==> src/rtl/mem_port_arbiter.sv <==
// ---------------------------------------------------------------------------
// mem_port_arbiter
//
// Shares one single-port unified instruction/data memory between the
// instruction-fetch requester and the load/store requester. Each access is
// one req/ack transaction. Data requests win over fetch requests, except that
// fetch is forced through after STARVE_MAX data grants made while fetch was
// waiting. A transaction that gets no mem_ready within TIMEOUT busy cycles is
// aborted and reported through err.
//
// Ports
//   clk, rst                 clock (rising edge), synchronous active-low reset
//   i_req/i_addr             fetch request and byte address (held until i_ack)
//   i_ack/i_rdata            fetch completion pulse and fetched word
//   d_req/d_we/d_addr/
//   d_wdata/d_be             data request, store flag, address, data, enables
//   d_ack/d_rdata            data completion pulse and load data
//   err                      timeout pulse, coincident with the owner's ack
//   mem_req/mem_we/mem_addr/
//   mem_wdata/mem_be         memory command, held for the whole transaction
//   mem_ready/mem_rdata      memory completion and read data
//
// Timing: the grant edge latches the command and raises mem_req. The edge at
// which mem_ready is seen (or the timeout expires) drops mem_req and raises
// the owner's ack for one cycle. That ack cycle is an IDLE cycle, so a request
// still high at its closing edge is arbitrated as a new request.
// ---------------------------------------------------------------------------
module mem_port_arbiter #(
  parameter int WIDTH      = 32,
  parameter int TIMEOUT    = 16,
  parameter int STARVE_MAX = 4
) (
  input  logic             clk,
  input  logic             rst,
  // Instruction-fetch requester
  input  logic             i_req,
  input  logic [WIDTH-1:0] i_addr,
  output logic             i_ack,
  output logic [WIDTH-1:0] i_rdata,
  // Load/store requester
  input  logic             d_req,
  input  logic             d_we,
  input  logic [WIDTH-1:0] d_addr,
  input  logic [WIDTH-1:0] d_wdata,
  input  logic [3:0]       d_be,
  output logic             d_ack,
  output logic [WIDTH-1:0] d_rdata,
  output logic             err,
  // Memory side
  output logic             mem_req,
  output logic             mem_we,
  output logic [WIDTH-1:0] mem_addr,
  output logic [WIDTH-1:0] mem_wdata,
  output logic [3:0]       mem_be,
  input  logic             mem_ready,
  input  logic [WIDTH-1:0] mem_rdata
);

  localparam int TMO_W = $clog2(TIMEOUT);
  localparam int STV_W = $clog2(STARVE_MAX + 1);

  localparam logic [TMO_W-1:0] TMO_LAST  = TMO_W'(TIMEOUT - 1);
  localparam logic [TMO_W-1:0] TMO_ONE   = TMO_W'(1);
  localparam logic [STV_W-1:0] STV_SAT   = STV_W'(STARVE_MAX);
  localparam logic [STV_W-1:0] STV_ONE   = STV_W'(1);
  // Clears the byte offset; masking keeps every address bit in use.
  localparam logic [WIDTH-1:0] WORD_MASK = {{(WIDTH-2){1'b1}}, 2'b00};

  typedef enum logic [1:0] {
    ST_IDLE = 2'd0,
    ST_IBUS = 2'd1,
    ST_DBUS = 2'd2
  } state_t;

  state_t r_state;
  state_t w_state_nxt;

  logic [TMO_W-1:0] r_tmo_cnt;
  logic [STV_W-1:0] r_starve_cnt;

  logic             r_mem_req;
  logic             r_mem_we;
  logic [WIDTH-1:0] r_mem_addr;
  logic [WIDTH-1:0] r_mem_wdata;
  logic [3:0]       r_mem_be;
  logic             r_i_ack;
  logic             r_d_ack;
  logic             r_err;
  logic [WIDTH-1:0] r_i_rdata;
  logic [WIDTH-1:0] r_d_rdata;

  logic w_grant_i;
  logic w_grant_d;
  logic w_done;
  logic w_timeout;

  // -------------------------------------------------------------------------
  // Next-state and event decode
  // -------------------------------------------------------------------------
  always_comb begin
    // NOTE: every signal gets a default before the case so that no path
    // leaves it unassigned; a missing default would infer a latch.
    w_state_nxt = r_state;
    w_grant_i   = 1'b0;
    w_grant_d   = 1'b0;
    w_done      = 1'b0;
    w_timeout   = 1'b0;

    case (r_state)
      ST_IDLE: begin
        // Fetch only wins when data is absent or fetch has starved long enough.
        if (i_req && (!d_req || (r_starve_cnt == STV_SAT))) begin
          w_grant_i   = 1'b1;
          w_state_nxt = ST_IBUS;
        end else if (d_req) begin
          w_grant_d   = 1'b1;
          w_state_nxt = ST_DBUS;
        end
      end
      ST_IBUS, ST_DBUS: begin
        // A ready on the last allowed cycle still counts as a normal finish.
        if (mem_ready) begin
          w_done      = 1'b1;
          w_state_nxt = ST_IDLE;
        end else if (r_tmo_cnt == TMO_LAST) begin
          w_timeout   = 1'b1;
          w_state_nxt = ST_IDLE;
        end
      end
      default: w_state_nxt = ST_IDLE;
    endcase
  end

  // -------------------------------------------------------------------------
  // State register
  // -------------------------------------------------------------------------
  always_ff @(posedge clk) begin
    // NOTE: sequential state uses non-blocking assignments so every register
    // samples the pre-edge values, independent of statement order.
    if (!rst) begin
      r_state <= ST_IDLE;
    end else begin
      r_state <= w_state_nxt;
    end
  end

  // -------------------------------------------------------------------------
  // Command latch, counters and completion outputs
  // -------------------------------------------------------------------------
  always_ff @(posedge clk) begin
    if (!rst) begin
      r_tmo_cnt    <= '0;
      r_starve_cnt <= '0;
      r_mem_req    <= 1'b0;
      r_mem_we     <= 1'b0;
      r_mem_addr   <= '0;
      r_mem_wdata  <= '0;
      r_mem_be     <= '0;
      r_i_ack      <= 1'b0;
      r_d_ack      <= 1'b0;
      r_err        <= 1'b0;
      r_i_rdata    <= '0;
      r_d_rdata    <= '0;
    end else begin
      // Acks and err are single-cycle pulses.
      r_i_ack <= 1'b0;
      r_d_ack <= 1'b0;
      r_err   <= 1'b0;

      if (w_grant_i) begin
        r_mem_req    <= 1'b1;
        r_mem_we     <= 1'b0;
        r_mem_addr   <= i_addr & WORD_MASK;
        r_mem_wdata  <= '0;
        r_mem_be     <= 4'b1111;
        r_tmo_cnt    <= '0;
        r_starve_cnt <= '0;
      end else if (w_grant_d) begin
        r_mem_req   <= 1'b1;
        r_mem_we    <= d_we;
        r_mem_addr  <= d_addr & WORD_MASK;
        r_mem_wdata <= d_wdata;
        r_mem_be    <= d_be;
        r_tmo_cnt   <= '0;
        // Only grants that overtake a waiting fetch count toward starvation.
        if (i_req && (r_starve_cnt != STV_SAT)) begin
          r_starve_cnt <= r_starve_cnt + STV_ONE;
        end
      end else if (w_done || w_timeout) begin
        r_mem_req <= 1'b0;
        r_err     <= w_timeout;
        if (r_state == ST_IBUS) begin
          r_i_ack   <= 1'b1;
          r_i_rdata <= w_done ? mem_rdata : '0;
        end else begin
          r_d_ack <= 1'b1;
          if (w_timeout) begin
            r_d_rdata <= '0;
          end else if (!r_mem_we) begin
            r_d_rdata <= mem_rdata;
          end
        end
      end else if (r_state != ST_IDLE) begin
        r_tmo_cnt <= r_tmo_cnt + TMO_ONE;
      end
    end
  end

  assign i_ack     = r_i_ack;
  assign i_rdata   = r_i_rdata;
  assign d_ack     = r_d_ack;
  assign d_rdata   = r_d_rdata;
  assign err       = r_err;
  assign mem_req   = r_mem_req;
  assign mem_we    = r_mem_we;
  assign mem_addr  = r_mem_addr;
  assign mem_wdata = r_mem_wdata;
  assign mem_be    = r_mem_be;

endmodule

==> config.mk <==
export PLATFORM = sky130hd
export DESIGN_NAME = mem_port_arbiter
export DESIGN_NICKNAME = d
export VERILOG_FILES = /design/src/rtl/mem_port_arbiter.sv
export SDC_FILE = /design/constraint.sdc
export NUM_CORES = 1
export LEC_CHECK = 0
export CAP_MARGIN = 20
export CORE_AREA = 8 8 134 136
export CTS_CLUSTER_DIAMETER = 80
export DETAILED_ROUTE_END_ITERATION = 7
export DIE_AREA = 0 0 142 144
export GPL_TIMING_DRIVEN = 0
export MAX_ROUTING_LAYER = met4
export PLACE_DENSITY_LB_ADDON = 0.05
export SYNTH_ARGS = -nofsm -noshare
export SYNTH_HDL_FRONTEND = slang
export SYNTH_SLANG_ARGS = --single-unit
export TNS_END_PERCENT = 10
==> constraint.sdc <==
create_clock -name clk -period 2.1 [get_ports clk]
set_input_delay 0.21 -clock clk [delete_from_list [all_inputs] [get_ports clk]]
set_output_delay 0.21 -clock clk [all_outputs]
set_load 0.005 [all_outputs]
==> flow_summary.json, run 1 <==
{
  "yosysTopAreaCellShare_pct": 46.8,
  "final_common_cell": "clkdlybuf4s50_1",
  "crit_type": "register to register",
  "die_area_sq_um": 20400,
  "start_util_pct": 38.4,
  "rrSetupSlack_ps": 100,
  "min_path_type": "input pin to register",
  "start_kind": "register",
  "synth-seq-cells": 144,
  "antenna_found_initial": 0,
  "yosysTopAreaCell": "dfxtp_1",
  "max_freq_ghz": 0.500,
  "cts_max_path_buffers": 2,
  "htree_num_levels": 4,
  "setup_viol_count_final": 0,
  "p_leak_nw": 3.36,
  "worstPathRequired_ps": 2440,
  "rows": 47,
  "seq_area_sq_um": 2880,
  "area_growth_pct": 58.2,
  "hold_buffers": 0,
  "async_reset_ff_share_pct": 0,
  "diodes": 0,
  "grt_pass1_vias": 6596,
  "ir_drop_uv": 601,
  "grt_pass1_wl_mm": 34.4,
  "r2r_cells": 6,
  "grt.total_usage_pct": 21.8,
  "timing.rr.end": "d_rdata[30]$_SDFFE_PN0P_",
  "endpoint_kind": "register",
  "core-area_sq_um": 16100,
  "die_h_um": 144,
  "synth-edff-count": 0,
  "die_w_um": 142,
  "num_vias": 6308,
  "final_util_pct": 60.8,
  "dp.cells": 1194,
  "arrival_ps": 2340,
  "drv_cap": 0,
  "design_area_sq_um": 9760,
  "dpl_cell_area_sq_um": 9120,
  "fin_crit_sh_pct": 95.3,
  "routabilityCongestion": 0.804,
  "finalHoldViolCount": 0,
  "path_clk_slew_ps": 60,
  "finalWirelength_mm": 21.7,
  "drive_gt1_share_pct": 8.35,
  "multi_input_area_sq_um": 2910,
  "syn_area_sq_um": 6170,
  "ant_nets": 0,
  "setup_ws_ps": 98.5,
  "cts_tree": "yes",
  "gr-total-overflow": 0,
  "wl_per_cell_um": 17.7,
  "synthFlopType": "dfxtp_1",
  "portBuffers": 267,
  "r2r_start": "r_state[0]$_SDFFE_PN0P_",
  "relSlewSlack_pct": 56.1,
  "cp_max_fo": 10,
  "clk_latency_ps": 420,
  "postCtsSetupBuffers": 0,
  "io_pins": 275,
  "endpoint": "d_rdata[30]$_SDFFE_PN0P_",
  "stdcell_count": 1226,
  "status": "finished clean",
  "tightestPinTransition_ps": 659,
  "startpoint": "r_state[0]$_SDFFE_PN0P_",
  "drv_slew": 0,
  "grt_max_degree": 17,
  "firstDrtPassIters": 4,
  "cts_buffers": 17,
  "seq_area_frac_synth_pct": 46.8,
  "nFillCells": 1489,
  "nets": 1136,
  "pre_cts_slack_ps": -160,
  "clockRootBuffer": "clkbuf_16",
  "viasPerCell": 5.15,
  "synth_top_cells_by_area": "dfxtp_1 47%, o21ai_0 8.0%, nand2_1 6.3%",
  "finalClockSkew_ps": 9.37,
  "rsz0062_at_grt": "true",
  "fin_crit_ps": 2000,
  "hpwl_mm": 16.1,
  "ys_warn_count": 0,
  "power.density_nw_per_um2": 787,
  "avgSynthCellArea_sq_um": 8.73,
  "drc": 0,
  "drt_iter0_markers": 403,
  "synthDistinctLibCells": 43,
  "cts_sinks": 144,
  "syn_inst": 706,
  "layout_common_cells": "267 x clkdlybuf4s50_1, 144 x dfxtp_1, 102 x nand2_1"
}
[how the worst min path moves through the flow]
stage | startpoint | to | slack (ps) | cells after the start
after detailed placement | d_rdata[21]$_SDFFE_PN0P_ | d_rdata[21]$_SDFFE_PN0P_ | 450 | 2
final | d_addr[16] | mem_addr[16]$_SDFFE_PN0P_ | 360 | 3
after global placement | d_rdata[31]$_SDFFE_PN0P_ | d_rdata[31]$_SDFFE_PN0P_ | 440 | 2
after floorplan | i_addr[10] | mem_addr[10]$_SDFFE_PN0P_ | 370 | 2
after global routing | d_wdata[28] | mem_wdata[28]$_SDFFE_PP0P_ | 370 | 3
after CTS | d_addr[16] | mem_addr[16]$_SDFFE_PN0P_ | 350 | 3
[area by class of cell]
| class | count | share of cell area, % |
|---|---|---|
| plain buffers | 76 | 3.86 |
| well taps | 220 | 2.82 |
| repair buffers | 267 | 27.4 |
| multi-input cells | 480 | 29.8 |
| clock buffers | 23 | 5.00 |
| flip-flops and latches | 144 | 29.5 |
| inverters | 7 | 0.269 |
| clock inverters | 9 | 1.33 |
[kinds of logic after synthesis]
group                    count (synthesis)  synth area share [%]
XOR/XNOR                                 1                 0.142
buffers and inverters                   83                  6.39
AO/OA/AOI/OAI                          283                  29.2
flip-flops                             144                  46.8
other                                    1                0.0608
multiplexers                            33                  5.36
adder cells (fa/ha/maj)                  5                  1.01
AND/OR/NAND/NOR                        156                  11.1
[where the power goes]
group	internal (mW)	total, mW	switching (mW)
Clock	1.99	3.15	1.16
Combinational	0.794	1.50	0.710
Sequential	2.93	3.02	0.0953
[sequential cells by signal, indices dropped and copies added, names as in the netlist, 2 cells and up]
register / flops
d_rdata: 32
i_rdata: 32
mem_wdata: 32
mem_addr: 30
mem_be: 4
r_tmo_cnt: 4
r_starve_cnt: 3
r_state: 2
[layer usage]
| layer | routed length [um] | global-route usage [%] |
|---|---|---|
| met1 | 9250 | 25.8 |
| met5 | 0 | - |
| met3 | 1730 | 7.56 |
| met2 | 10200 | 34.3 |
| met4 | 484 | 7.07 |
[synthesized netlist by cell type (all sizes together) (3+ instances only)]
master and n:
and3 4, a21oi 38, clkbuf 46, nand2 103, ha 5, or3 3, o22ai 33, a31oi 30
dfxtp 144, o211ai 33, o21ai 100, buf 30, inv 6, o21bai 32, nand3 35, mux2i 33
a21boi 4, o221a 4
[metrics by stage]
step	TNS [ps]	power, mW	hold WS (ps)
3_3_place_gp	-5400	4.57	442
4_1_cts	0	7.74	351
3_5_place_dp	-7390	4.57	449
2_1_floorplan	0	3.72	374
5_1_grt	-211	8.00	367
6_report	0	7.67	360
[repair_timing]
action / CTS / global route
gates resized for setup: 0 / 12
endpoints found under the setup margin: 0 / 87
hold endpoints to repair: 0 / 0
[worst max-delay path: stages, from the launching register on]
cell	delay, ps
dfxtp_1	350
inv_1	60
ha_2	370
nand4_2	220
a211oi_4	470
buf_6	240
mux2i_1	210
Power figures use the tool's default switching activity.
==> run 2: changes to the inputs <==
- SETUP_SLACK_MARGIN: unset -> 0.1
==> run 2 against run 1 <==
Cell count barely moved. Setup slack improved by 110 ps. Flip-flop and latch count did not move. Sequential share of layout area fell by 0.064 points. Via count fell by 0.51%. Core utilization rose by 0.13 points. Count of clock-buffer cells in the layout did not move. Clock power barely moved. Critical endpoint unchanged. Highest routed layer unchanged.
==> flow_summary.json, run 2 (synthesized netlist as in run 1, its figures left out) <==
{
  "rsz0062_at_grt": "true",
  "crit_type": "register to register",
  "viasPerCell": 5.11,
  "nets": 1137,
  "gr-total-overflow": 0,
  "final_common_cell": "clkdlybuf4s50_1",
  "fin_crit_ps": 1890,
  "diodes": 0,
  "arrival_ps": 2230,
  "drv_slew": 0,
  "seq_power_share_pct": 39.4,
  "core-area_sq_um": 16100,
  "finalWirelength_mm": 21.7,
  "path_clk_slew_ps": 60,
  "rows": 47,
  "clk_latency_ps": 420,
  "drv_cap": 0,
  "hpwl_mm": 16.1,
  "firstDrtPassIters": 4,
  "finalHoldViolCount": 0,
  "die_w_um": 142,
  "cts_buffers": 17,
  "max_freq_ghz": 0.529,
  "cts_sinks": 144,
  "tightestPinTransition_ps": 596,
  "grt_pass1_wl_mm": 34.4,
  "io_pins": 275,
  "pwr-share-comb_pct": 19.7,
  "p_int_mw": 5.72,
  "power.density_nw_per_um2": 785,
  "final_util_pct": 60.9,
  "dp.cells": 1194,
  "fin_crit_sh_pct": 90.0,
  "min_path_type": "input pin to register",
  "endpoint_kind": "register",
  "ir_drop_uv": 598,
  "start_util_pct": 38.4,
  "portBuffers": 267,
  "relSlewSlack_pct": 60.2,
  "stdcell_count": 1227,
  "area_growth_pct": 58.6,
  "worstPathRequired_ps": 2440,
  "grt_max_degree": 17,
  "grt_pass1_vias": 6596,
  "cp_max_fo": 10,
  "grt.total_usage_pct": 21.8,
  "htree_num_levels": 4,
  "clockRootBuffer": "clkbuf_16",
  "num_vias": 6276,
  "routabilityCongestion": 0.804,
  "die_h_um": 144,
  "die_area_sq_um": 20400,
  "net-switching-power_mw": 1.96,
  "wl_per_cell_um": 17.6,
  "p_leak_nw": 3.39,
  "drt_iter0_markers": 329,
  "cts_tree": "yes",
  "cts_max_path_buffers": 2,
  "ant_nets": 0,
  "swShare_pct": 25.5,
  "hold_buffers": 0,
  "antenna_found_initial": 0,
  "drc": 0,
  "drive_gt1_share_pct": 8.64,
  "finalClockSkew_ps": 9.91,
  "status": "finished clean",
  "setup_viol_count_final": 0,
  "start_kind": "register",
  "layout_common_cells": "267 x clkdlybuf4s50_1, 144 x dfxtp_1, 102 x nand2_1",
  "nFillCells": 1487,
  "power.share.clock_pct": 41.0
}
==> run 2: cell types whose count changed in the layout (fill, tap and decap cells not counted) <==
cell / change
buf_1: -1
buf_2: -1
buf_4: +2
clkbuf_1: -1
clkbuf_2: +2
nand4_2: -1
nand4_4: +1
==> run 2: cell type report <==
type | count | area, sq um | share of cell area (%)
inverter | 7 | 26.3 | 0.269
buffer | 76 | 382 | 3.90
tap | 220 | 275 | 2.82
clock inverter | 9 | 130 | 1.33
sequential | 144 | 2880 | 29.5
clock buffer | 23 | 488 | 4.99
timing repair buffer | 268 | 2680 | 27.4
multi-input combinational | 480 | 2910 | 29.8
==> run 2: worst paths after layout <==
kind	slack (ps)	depth (start not counted)	endpoint	start
worst min register to register	460	2	d_rdata[14]$_SDFFE_PN0P_	d_rdata[14]$_SDFFE_PN0P_
worst min-delay path	360	3	mem_addr[16]$_SDFFE_PN0P_	d_addr[16]
worst max-delay path	210	7	d_rdata[30]$_SDFFE_PN0P_	r_state[0]$_SDFFE_PN0P_
worst max register to register	210	7	d_rdata[30]$_SDFFE_PN0P_	r_state[0]$_SDFFE_PN0P_
==> run 2: critical path, stage by stage (launching register included) <==
cell and delay, ps:
dfxtp_1 350, inv_1 60, ha_2 380, nand4_4 160, a211oi_4 260, buf_4 200
buf_6 190, mux2i_1 210
==> run 2: stage by stage <==
step                instance area (sq um)  worst slack [ps]  power, mW  hold WS, ps  TNS, ps
floorplan                            6170               368       3.72          374        0
global placement                     9120              -110       4.57          442    -5400
detailed placement                   9120              -160       4.57          449    -7390
CTS                                  9740              79.8       7.74          351        0
global route                         9780              50.8       8.01          367        0
finish                               9780               209       7.68          362        0
==> run 2: what timing repair did <==
item                                    4_1_cts  5_1_grt
gates cloned                                  0        0
pin swaps                                     0        1
endpoints found under the setup margin       40      127
setup buffers                                 0        1
resized for setup                             1       16
==> run 2: power groups by stage <==
stage,registers (mW),clock network [mW],logic [mW]
global placement,3.07,0,1.50
global route,3.05,3.30,1.66
detailed placement,3.08,0,1.50
floorplan,3.09,0,0.635
CTS,3.02,3.21,1.51
finish,3.02,3.14,1.51
==> run 2: layer usage <==
layer	vias up	GRT usage [%]	wire length (um)
met2	207	34.3	10300
met1	2915	25.8	9220
met5	-	-	0
met3	32	7.56	1720
li1	3122	-	-
met4	0	7.07	452
==> run 3: changes to the inputs <==
- CTS_CLUSTER_SIZE: unset -> 25
- SETUP_SLACK_MARGIN: 0.1 -> 0.5
==> run 3 against run 2 <==
Clock skew down 3.6 ps. Sequential power barely moved. Cell count rose by 0.81%. Non-clock buffer count grew 10. Fmax is 11% higher. Die area unchanged. Combinational power rose by 5%. Largest cell class unchanged.
==> flow_summary.json, run 3 (synthesized netlist as in run 1, its figures left out) <==
{
  "min_to": "mem_addr[27]$_SDFFE_PN0P_",
  "power.share.clock_pct": 40.0,
  "drc": 0,
  "cts_sinks": 144,
  "die_area_sq_um": 20400,
  "crit_type": "register to register",
  "gr-total-overflow": 0,
  "path_clk_slew_ps": 60,
  "finalClockSkew_ps": 6.35,
  "arrival_ps": 2020,
  "seq_power_share_pct": 39.4,
  "net-switching-power_mw": 2.04,
  "cts_max_path_buffers": 2,
  "num_vias": 6376,
  "portBuffers": 267,
  "finalHoldViolCount": 0,
  "fin_crit_ps": 1700,
  "rrSetupSlack_ps": 400,
  "grt_max_degree": 17,
  "drive_gt1_share_pct": 12.2,
  "clockRootBuffer": "clkbuf_16",
  "status": "finished clean",
  "r2r_start": "r_state[1]$_SDFFE_PN0P_",
  "final_util_pct": 62.1,
  "hp-start": "i_addr[27]",
  "clk_latency_ps": 420,
  "nets": 1147,
  "ant_nets": 0,
  "tns_ps": 0,
  "holdPathStages": 3,
  "dpl_cell_area_sq_um": 9140,
  "grt_pass1_vias": 6428,
  "firstDrtPassIters": 5,
  "layout_common_cells": "267 x clkdlybuf4s50_1, 141 x dfxtp_1, 102 x nand2_1",
  "p_int_mw": 5.63,
  "start_util_pct": 38.4,
  "io_pins": 275,
  "cts_buffers": 17,
  "timing.rr.end": "i_rdata[4]$_SDFFE_PN0P_",
  "rows": 47,
  "finalWirelength_mm": 22.3,
  "setup_ws_ps": 397,
  "whs_ps": 360,
  "drv_cap": 0,
  "grt.total_usage_pct": 21.9,
  "dp.cells": 1194,
  "hold_buffers": 0,
  "core-area_sq_um": 16100,
  "grt_pass1_wl_mm": 34.2,
  "rsz0062_at_grt": "true",
  "viasPerCell": 5.15,
  "p_leak_nw": 3.51,
  "pwr-share-comb_pct": 20.6,
  "cts_tree": "yes",
  "fin_crit_sh_pct": 81.1,
  "design_area_sq_um": 9970,
  "setup_viol_count_final": 0,
  "tightestPinTransition_ps": 530,
  "diodes": 0,
  "pre_cts_slack_ps": -146,
  "die_h_um": 144,
  "routabilityCongestion": 0.794,
  "relSlewSlack_pct": 64.6,
  "final_common_cell": "clkdlybuf4s50_1",
  "power.density_nw_per_um2": 770,
  "htree_num_levels": 4,
  "p_total_mw": 7.68,
  "swShare_pct": 26.6,
  "hpwl_mm": 16.2,
  "area_growth_pct": 61.7,
  "max_freq_ghz": 0.587,
  "start_kind": "register",
  "stdcell_count": 1237,
  "drv_slew": 0,
  "min_path_type": "input pin to register",
  "cp_max_fo": 5,
  "drt_iter0_markers": 287,
  "die_w_um": 142,
  "wl_per_cell_um": 18.0,
  "antenna_found_initial": 0,
  "worstPathRequired_ps": 2410,
  "ir_drop_uv": 552,
  "r2r_cells": 8,
  "endpoint_kind": "register"
}
## run 3: worst max path at each step
stage	from	to	slack (ps)	cells past startpoint
final	r_state[1]$_SDFFE_PN0P_	i_rdata[4]$_SDFFE_PN0P_	400	8
after global routing	r_state[1]$_SDFFE_PN0P_	d_rdata[4]$_SDFFE_PN0P_	320	7
after CTS	r_state[1]$_SDFFE_PN0P_	d_rdata[4]$_SDFFE_PN0P_	420	7
after detailed placement	d_req	mem_addr[13]$_SDFFE_PN0P_	-150	6
after global placement	d_req	mem_addr[14]$_SDFFE_PN0P_	-130	6
after floorplan	r_state[0]$_SDFFE_PN0P_	d_rdata[10]$_SDFFE_PN0P_	480	6
## run 3: final cells by class
class                           instances  area [sq um]
Sequential cell                       144          2890
Tap cell                              220           275
Clock buffer                           17           425
Timing Repair Buffer                  278          2760
Inverter                                7          26.3
Multi-Input combinational cell        480          2950
Buffer                                 76           478
Clock inverter                         15           168
Fill cell                            1446          6090
## run 3: power groups by stage
stage	Clock [mW]	Combinational [mW]	Sequential, mW
floorplan	0	0.647	3.09
global placement	0	1.52	3.07
detailed placement	0	1.51	3.08
CTS	3.11	1.59	3.02
global route	3.23	1.72	3.04
finish	3.07	1.58	3.02
## run 3: timing repair
| action | 4_1_cts | 5_1_grt |
|---|---|---|
| cloned | 3 | 0 |
| setup buffers | 7 | 1 |
| endpoints found under the hold margin | 0 | 0 |
| pin swaps | 6 | 1 |
| setup endpoints to repair | 134 | 137 |
| resized for setup | 48 | 19 |
## run 3: worst max-delay path: stages (launching register included)
cell      delay, ps
dfxtp_2         330
inv_2            50
ha_4            300
nand4_4         130
buf_4           180
a211oi_4        210
buf_4           170
buf_4           160
o22ai_2          70
## run 3: metal layers
layer	GRT usage, %	vias to the layer above	part of all wire, %
li1	-	3154	-
met1	26.0	2955	43
met2	34.3	234	47
met3	6.70	33	7.6
met4	8.37	0	2.5
met5	-	-	0
